File: src/rtl/processor_pkg.sv
// Shared types and encodings for the five-stage ARMv4-subset core.
package processor_pkg;

  localparam logic [3:0] OP_AND = 4'b0000;
  localparam logic [3:0] OP_SUB = 4'b0010;
  localparam logic [3:0] OP_ADD = 4'b0100;
  localparam logic [3:0] OP_ORR = 4'b1100;
  localparam logic [3:0] OP_CMP = 4'b1010;

  localparam logic [1:0] OPF_DP  = 2'b00;
  localparam logic [1:0] OPF_MEM = 2'b01;
  localparam logic [1:0] OPF_BR  = 2'b10;

  typedef enum logic [3:0] {
    CC_EQ, CC_NE, CC_CS, CC_CC, CC_MI, CC_PL, CC_VS, CC_VC,
    CC_HI, CC_LS, CC_GE, CC_LT, CC_GT, CC_LE, CC_AL, CC_NV
  } cond_e;

  typedef enum logic [1:0] {ALU_ADD, ALU_SUB, ALU_AND, ALU_ORR} alu_ctrl_e;

  typedef enum logic [1:0] {FWD_RF, FWD_W, FWD_M} fwd_e;

  typedef struct packed {
    logic        vld;
    logic [31:0] pc;
    logic [31:0] inst;
  } fd_t;

  typedef struct packed {
    logic        reg_w;
    logic        mem_w;
    logic        mem_to_reg;
    logic        branch;
    logic        flag_nz;
    logic        flag_cv;
    logic        use_imm;
    alu_ctrl_e   alu;
    cond_e       cond;
    logic [3:0]  rn;
    logic [3:0]  rm;
    logic [3:0]  rd;
    logic [31:0] a;
    logic [31:0] b;
    logic [31:0] c;
    logic [31:0] imm;
  } de_t;

  typedef struct packed {
    logic        reg_w;
    logic        mem_w;
    logic        mem_to_reg;
    logic [3:0]  rd;
    logic [31:0] alu;
    logic [31:0] wdata;
  } em_t;

  typedef struct packed {
    logic        reg_w;
    logic        mem_to_reg;
    logic [3:0]  rd;
    logic [31:0] alu;
    logic [31:0] rdata;
  } mw_t;

  // nzcv packed as {N,Z,C,V}; NV (1111) never passes.
  function automatic logic cond_pass(input cond_e cc, input logic [3:0] nzcv);
    logic n, z, c, v;
    {n, z, c, v} = nzcv;
    case (cc)
      CC_EQ: return z;
      CC_NE: return !z;
      CC_CS: return c;
      CC_CC: return !c;
      CC_MI: return n;
      CC_PL: return !n;
      CC_VS: return v;
      CC_VC: return !v;
      CC_HI: return c && !z;
      CC_LS: return !c || z;
      CC_GE: return n == v;
      CC_LT: return n != v;
      CC_GT: return !z && (n == v);
      CC_LE: return z || (n != v);
      CC_AL: return 1'b1;
      default: return 1'b0;
    endcase
  endfunction

endpackage

File: src/rtl/hazard_unit.sv
// Forward selection for E-stage operands plus load-use stall and branch flush control.
module hazard_unit
  import processor_pkg::*;
(
  input  logic [3:0] rn_d,
  input  logic [3:0] rm_d,
  input  logic [3:0] rd_d,
  input  logic       use_rn_d,
  input  logic       use_rm_d,
  input  logic       use_rd_d,
  input  logic [3:0] rn_e,
  input  logic [3:0] rm_e,
  input  logic [3:0] rd_e,
  input  logic       ldr_e,
  input  logic       reg_w_m,
  input  logic [3:0] rd_m,
  input  logic       reg_w_w,
  input  logic [3:0] rd_w,
  input  logic       br_taken_e,
  output fwd_e       fwd_a_e,
  output fwd_e       fwd_b_e,
  output fwd_e       fwd_c_e,
  output logic       stall_f,
  output logic       stall_d,
  output logic       flush_d,
  output logic       flush_e
);

  function automatic fwd_e pick(input logic [3:0] r);
    if (reg_w_m && rd_m == r) return FWD_M;
    if (reg_w_w && rd_w == r) return FWD_W;
    return FWD_RF;
  endfunction

  logic ld_use;

  assign fwd_a_e = pick(rn_e);
  assign fwd_b_e = pick(rm_e);
  assign fwd_c_e = pick(rd_e);

  // ldr_e is only set for loads with a real destination, so rd_e is the load target.
  assign ld_use = ldr_e && ((use_rn_d && rn_d == rd_e) ||
                            (use_rm_d && rm_d == rd_e) ||
                            (use_rd_d && rd_d == rd_e));

  assign stall_f = ld_use;
  assign stall_d = ld_use;
  assign flush_d = br_taken_e;
  assign flush_e = br_taken_e || ld_use;

endmodule

File: src/rtl/pipelined_processor.sv
// Five-stage in-order ARMv4-subset core: DP (AND/SUB/ADD/ORR/CMP), LDR/STR imm, B.
module pipelined_processor
  import processor_pkg::*;
(
  input  logic        clk,
  input  logic        rst,
  input  logic [31:0] inst,
  input  logic [31:0] data,
  output logic        memw_m,
  output logic [31:0] pcf,
  output logic [31:0] m_address,
  output logic [31:0] m_data
);

  logic [31:0] pcf_q, pcf_d;
  fd_t         fd_q, fd_d;
  de_t         de_q, de_d;
  em_t         em_q, em_d;
  mw_t         mw_q, mw_d;
  logic [3:0]  flags_q, flags_d;
  logic [31:0] rf_q [16];
  logic [31:0] rf_d [16];

  de_t         dec;
  logic        use_rn, use_rm, use_rd;
  logic [31:0] pc8_d, res_w;
  logic [4:0]  rot2;
  logic [63:0] rot_tmp;

  fwd_e        fwd_a, fwd_b, fwd_c;
  logic        stall_f, stall_d, flush_d, flush_e;
  logic [31:0] src_a, src_b, src_b_reg, str_data, alu_res;
  logic [32:0] sum;
  logic        alu_c, alu_v, pass, br_taken;

  assign res_w = mw_q.mem_to_reg ? mw_q.rdata : mw_q.alu;
  assign pc8_d = fd_q.pc + 32'd8;

  // R15 reads the pipelined PC; everything else is write-through from W.
  function automatic logic [31:0] rf_read(input logic [3:0] r);
    if (r == 4'd15) return pc8_d;
    if (mw_q.reg_w && mw_q.rd == r) return res_w;
    return rf_q[r];
  endfunction

  function automatic logic [31:0] fwd_val(input fwd_e sel, input logic [31:0] rf_val);
    case (sel)
      FWD_M:   return em_q.alu;
      FWD_W:   return res_w;
      default: return rf_val;
    endcase
  endfunction

  // ---------------- Decode ----------------
  always_comb begin
    dec     = '0;
    use_rn  = 1'b0;
    use_rm  = 1'b0;
    use_rd  = 1'b0;
    rot2    = {fd_q.inst[11:8], 1'b0};
    rot_tmp = {24'd0, fd_q.inst[7:0], 24'd0, fd_q.inst[7:0]} >> rot2;
    dec.cond = cond_e'(fd_q.inst[31:28]);
    dec.rn   = fd_q.inst[19:16];
    dec.rm   = fd_q.inst[3:0];
    dec.rd   = fd_q.inst[15:12];
    if (fd_q.vld) begin
      case (fd_q.inst[27:26])
        OPF_DP: begin
          if (fd_q.inst[25] || fd_q.inst[11:4] == 8'd0) begin
            dec.use_imm = fd_q.inst[25];
            dec.imm     = rot_tmp[31:0];
            case (fd_q.inst[24:21])
              OP_AND: begin dec.alu = ALU_AND; dec.reg_w = 1'b1; dec.flag_nz = fd_q.inst[20]; end
              OP_ORR: begin dec.alu = ALU_ORR; dec.reg_w = 1'b1; dec.flag_nz = fd_q.inst[20]; end
              OP_ADD: begin
                dec.alu = ALU_ADD; dec.reg_w = 1'b1;
                dec.flag_nz = fd_q.inst[20]; dec.flag_cv = fd_q.inst[20];
              end
              OP_SUB: begin
                dec.alu = ALU_SUB; dec.reg_w = 1'b1;
                dec.flag_nz = fd_q.inst[20]; dec.flag_cv = fd_q.inst[20];
              end
              OP_CMP: begin
                dec.alu = ALU_SUB;
                dec.flag_nz = fd_q.inst[20]; dec.flag_cv = fd_q.inst[20];
              end
              default: ;
            endcase
            use_rn    = dec.reg_w || dec.flag_nz;
            use_rm    = use_rn && !fd_q.inst[25];
            dec.reg_w = dec.reg_w && (dec.rd != 4'd15);
          end
        end
        OPF_MEM: begin
          // Pre-indexed, immediate, word, no writeback only.
          if (fd_q.inst[25:24] == 2'b01 && fd_q.inst[22:21] == 2'b00) begin
            dec.alu     = fd_q.inst[23] ? ALU_ADD : ALU_SUB;
            dec.use_imm = 1'b1;
            dec.imm     = {20'd0, fd_q.inst[11:0]};
            use_rn      = 1'b1;
            if (fd_q.inst[20]) begin
              dec.mem_to_reg = 1'b1;
              dec.reg_w      = dec.rd != 4'd15;
            end else begin
              dec.mem_w = 1'b1;
              use_rd    = 1'b1;
            end
          end
        end
        OPF_BR: begin
          if (fd_q.inst[25:24] == 2'b10) begin
            dec.branch  = 1'b1;
            dec.alu     = ALU_ADD;
            dec.use_imm = 1'b1;
            dec.rn      = 4'd15;
            dec.imm     = {{6{fd_q.inst[23]}}, fd_q.inst[23:0], 2'b00};
          end
        end
        default: ;
      endcase
    end
    dec.a = rf_read(dec.rn);
    dec.b = rf_read(dec.rm);
    dec.c = rf_read(dec.rd);
  end

  hazard_unit u_hazard (
    .rn_d      (dec.rn),
    .rm_d      (dec.rm),
    .rd_d      (dec.rd),
    .use_rn_d  (use_rn),
    .use_rm_d  (use_rm),
    .use_rd_d  (use_rd),
    .rn_e      (de_q.rn),
    .rm_e      (de_q.rm),
    .rd_e      (de_q.rd),
    .ldr_e     (de_q.mem_to_reg && de_q.reg_w),
    .reg_w_m   (em_q.reg_w),
    .rd_m      (em_q.rd),
    .reg_w_w   (mw_q.reg_w),
    .rd_w      (mw_q.rd),
    .br_taken_e(br_taken),
    .fwd_a_e   (fwd_a),
    .fwd_b_e   (fwd_b),
    .fwd_c_e   (fwd_c),
    .stall_f   (stall_f),
    .stall_d   (stall_d),
    .flush_d   (flush_d),
    .flush_e   (flush_e)
  );

  // ---------------- Execute ----------------
  always_comb begin
    src_a     = fwd_val(fwd_a, de_q.a);
    src_b_reg = fwd_val(fwd_b, de_q.b);
    str_data  = fwd_val(fwd_c, de_q.c);
    src_b     = de_q.use_imm ? de_q.imm : src_b_reg;
    if (de_q.alu == ALU_SUB) sum = {1'b0, src_a} + {1'b0, ~src_b} + 33'd1;
    else                     sum = {1'b0, src_a} + {1'b0, src_b};
    case (de_q.alu)
      ALU_AND: alu_res = src_a & src_b;
      ALU_ORR: alu_res = src_a | src_b;
      default: alu_res = sum[31:0];
    endcase
    alu_c = sum[32];
    if (de_q.alu == ALU_SUB) alu_v = (src_a[31] != src_b[31]) && (alu_res[31] != src_a[31]);
    else                     alu_v = (src_a[31] == src_b[31]) && (alu_res[31] != src_a[31]);
    pass     = cond_pass(de_q.cond, flags_q);
    br_taken = pass && de_q.branch;
    flags_d  = flags_q;
    if (pass && de_q.flag_nz) flags_d[3:2] = {alu_res[31], alu_res == 32'd0};
    if (pass && de_q.flag_cv) flags_d[1:0] = {alu_c, alu_v};
  end

  // ---------------- Next-state ----------------
  always_comb begin
    if (br_taken)     pcf_d = alu_res;
    else if (stall_f) pcf_d = pcf_q;
    else              pcf_d = pcf_q + 32'd4;

    if (flush_d)      fd_d = '0;
    else if (stall_d) fd_d = fd_q;
    else              fd_d = '{vld: 1'b1, pc: pcf_q, inst: inst};

    de_d = flush_e ? '0 : dec;

    em_d = '{reg_w: de_q.reg_w && pass, mem_w: de_q.mem_w && pass,
             mem_to_reg: de_q.mem_to_reg, rd: de_q.rd, alu: alu_res, wdata: str_data};

    mw_d = '{reg_w: em_q.reg_w, mem_to_reg: em_q.mem_to_reg, rd: em_q.rd,
             alu: em_q.alu, rdata: data};

    rf_d = rf_q;
    if (mw_q.reg_w) rf_d[mw_q.rd] = res_w;
  end

  always_ff @(posedge clk) begin
    if (rst) begin
      pcf_q   <= '0;
      fd_q    <= '0;
      de_q    <= '0;
      em_q    <= '0;
      mw_q    <= '0;
      flags_q <= '0;
      for (int i = 0; i < 16; i++) rf_q[i] <= '0;
    end else begin
      pcf_q   <= pcf_d;
      fd_q    <= fd_d;
      de_q    <= de_d;
      em_q    <= em_d;
      mw_q    <= mw_d;
      flags_q <= flags_d;
      rf_q    <= rf_d;
    end
  end

  assign pcf       = pcf_q;
  assign memw_m    = em_q.mem_w;
  assign m_address = em_q.alu;
  assign m_data    = em_q.wdata;

endmodule

File: config.mk
export PLATFORM = sky130hd
export DESIGN_NAME = pipelined_processor
export DESIGN_NICKNAME = d
export VERILOG_FILES = /design/src/rtl/processor_pkg.sv /design/src/rtl/hazard_unit.sv /design/src/rtl/pipelined_processor.sv
export SDC_FILE = /design/constraint.sdc
export NUM_CORES = 2
export LEC_CHECK = 0
export CORE_ASPECT_RATIO = 0.5
export CORE_MARGIN = 3
export CORE_UTILIZATION = 60
export DETAILED_ROUTE_END_ITERATION = 10
export PLACE_DENSITY = 0.78
export SLEW_MARGIN = 15
export SYNTH_ARGS = -nofsm -noshare
export SYNTH_HDL_FRONTEND = slang
export SYNTH_SLANG_ARGS = --single-unit
export TNS_END_PERCENT = 100
File: constraint.sdc
create_clock -name clk -period 13.01 [get_ports clk]
set_input_delay 2.602 -clock clk [delete_from_list [all_inputs] [get_ports clk]]
set_output_delay 2.602 -clock clk [all_outputs]
set_load 0.02 [all_outputs]
==> results_dict.tcl <==
set metrics [dict create \
    status "completed" \
    hpwlAfterDp_um 120000 \
    fin_crit_sh_pct 47.8 \
    synth_edf_count 0 \
    fp.dieArea_um2 90400 \
    drv_cap 0 \
    fp.dieH_um 214 \
    yosys.cell_count.top_type "nor2_1" \
    hold_path_end "memw_m" \
    grt_pass1_wl_um 285000 \
    async_flop_share_pct 0 \
    critPathLaunchType "flop" \
    ys_top_cells_by_count "nor2_1 (944), dfxtp_1 (907), a211oi_1 (663), nand2_1 (587), clkbuf_1 (500)" \
    dr.pass1.iters 7 \
    syn_nets 6129 \
    design_area_um2 56300 \
    die_w_um 422 \
    synth_warnings 0 \
    seq_area_frac_synth_pct 34.9 \
    r2r-start "mw_q[66]" \
    cts_inserted_buffers 82 \
    drive_above_1_share_pct 11.9 \
    setup-violations-final 0 \
    grt_usage_pct 40.7 \
    critical_path_peak_fanout 64 \
    seq_area_um2 18200 \
    path_delay_family "compound AO/OA/AOI/OAI gates" \
    grt_pass1_vias 45500 \
    synth_cell_type_count 93 \
    worstMarginPinSlew_ns 1.35 \
    nets 5805 \
    hp-start "de_q[151]" \
    synthTopCellsByArea "dfxtp_1 (35%), mux4_2 (13%), a211oi_1 (9.6%)" \
    syn_area_per_cell_um2 8.72 \
    fmax_mhz 161 \
    slowest_stage "dfxtp_1" \
    reg2reg_to "flags_q[2]" \
    finalPower_w 0.00622 \
    crit_top_cell "o21ai_0" \
    ys_seq_elements 907 \
    port-buffer-count 162 \
    yosys.area.top_type "dfxtp_1" \
    ir_drop_mv 0.0990 \
    clkSlewWorstSetupHoldPaths_ns 0.07 \
    grt_overflow 0 \
    cp_num_buf_inv 1 \
    netlist.area_leader.share_pct 34.9 \
    arrival_ns 6.84 \
    rows 75 \
    placed_area_um2 53400 \
    path_class "reg2reg" \
    slew_headroom_pct 8.84 \
    routabilityCongestion 0.980 \
    vias 48700 \
    hold_depth 1 \
    post_cts_buffers 0 \
    worst-r2r-cell-count 17 \
    fillers 6719 \
    crit_chain "xor2_1 > nor4_4 > buf_4 > o21ai_0 > o21ai_0 > ha_1 > nor4_4 > nand2_1 > o31ai_1 > o21ai_0 > a31oi_1 > mux2i_1 > xnor2_1 > o21ai_0 > nand4_1 > nor4b_1 > a31o_1" \
    clk_latency_ns 0.68 \
    clock_skew_ns 0.0235 \
    hold_class "reg2reg" \
    crit_path_end_kind "flop" \
    required_ns 13.63 \
    routedWlPerCell_um 28.0 \
    cts.sinks 907 \
    r2r_slack_ns 6.79 \
    syn_inst 5963 \
    drt_iter0_markers 8335 \
    start_util_pct 61.3 \
    max_stage_delay_ns 0.73 \
    rsz0062_at_grt "no" \
    antenna_left 0 \
    multiInputGateArea_um2 30900 \
    core_um2 84800 \
    period_minus_slack_ns 6.22 \
    leakage_nw 17.7 \
    area_growth_pct 8.31 \
    clock-root-buffer "clkbuf_16" \
    netlist_area_um2 52000 \
    cts_tree "yes" \
    power_density_nw_per_um2 110 \
    cts_hold_buf 0 \
    synth_top_flop_cell "dfxtp_1" \
    grt_max_degree 217 \
    wl_um 192000 \
    ctsResizeCount 0 \
    tns_ns 0 \
    via_per_inst 7.10 \
    htreeDepth 3 \
    slew_viol_final 0 \
    antenna_found_initial 14 \
    clock_tree.buffer_depth 3 \
    hold_viol_final 0 \
    io_pins 163 \
    drc 0 \
]
[through the flow]
stage,util [%],setup WS [ns],hold slack (ns),cells
floorplan,-,7.72,0.406,5963
global placement,62.9,6.80,0.416,6710
detailed placement,62.9,6.71,0.413,6710
CTS,66.3,6.66,0.428,6857
global route,66.4,6.47,0.451,6858
finish,66.4,6.79,0.428,6859
[worst max-delay path by stage]
stage / start / endpoint / slack, ns / depth (start not counted)
floorplan: mw_q[67] / flags_q[2] / 7.72 / 21
detailed placement: mw_q[68] / flags_q[2] / 6.71 / 19
global route: mw_q[66] / flags_q[2] / 6.47 / 17
CTS: mw_q[68] / flags_q[2] / 6.66 / 19
global placement: mw_q[68] / flags_q[2] / 6.80 / 19
finish: mw_q[66] / flags_q[2] / 6.79 / 17
[report_power, final]
group	internal, W	switching [W]
Sequential	0.00281	0.0000712
Combinational	0.000229	0.000478
Clock	0.00150	0.00113
Total	0.00454	0.00168
[sequential cells by signal, indices dropped and copies added, names as in the netlist]
signal / flops
pcf: 32
flags_q: 4
em_q: 6
de_q: 153
rf_q: 512
dec: 12
memw_m: 1
m_data: 32
fd_q: 53
m_address: 32
mw_q: 70
[logic make-up (layout without fill, tap and decap cells)]
kind of cell / count (synthesis) / count (layout) / synth area share, %
other: 0 / 2 / 0
DFF: 907 / 907 / 34.9
adders and majority gates: 100 / 100 / 2.44
buffers and inverters: 810 / 549 / 6.51
AOI/OAI and AO/OA: 1603 / 1603 / 21.3
and+or+nand+nor: 1892 / 1892 / 15.4
xor gates and xnor gates: 124 / 124 / 2.09
muxes: 527 / 527 / 17.3
[routing by layer]
layer  share of wire, %  up-vias  track usage [%]
li1                   -    21100                -
met1                 39    23200             56.1
met2                 41     3712             57.0
met3                 16      673             16.5
met4                4.3       16             15.5
met5               0.14        -             1.41
[layout by cell type, fill, tap and decap left out, types with 99 or more instances in the layout]
master,n
a211oi_1,663
a21oi_1,208
a31oi_1,116
buf_4,99
clkdlybuf4s50_1,161
dfxtp_1,897
inv_1,135
mux2i_1,164
mux4_2,293
nand2_1,585
nor2_1,931
o21ai_0,223
[layout make-up]
type,instances,area share (%)
Clock inverter,31,0.738
Clock buffer,116,4.38
Sequential cell,907,32.3
Inverter,139,0.929
Tap cell,1155,2.57
Timing Repair Buffer,263,4.28
Antenna cell,2,0.00889
Multi-Input combinational cell,4246,54.8
Power figures use the tool's default switching activity.
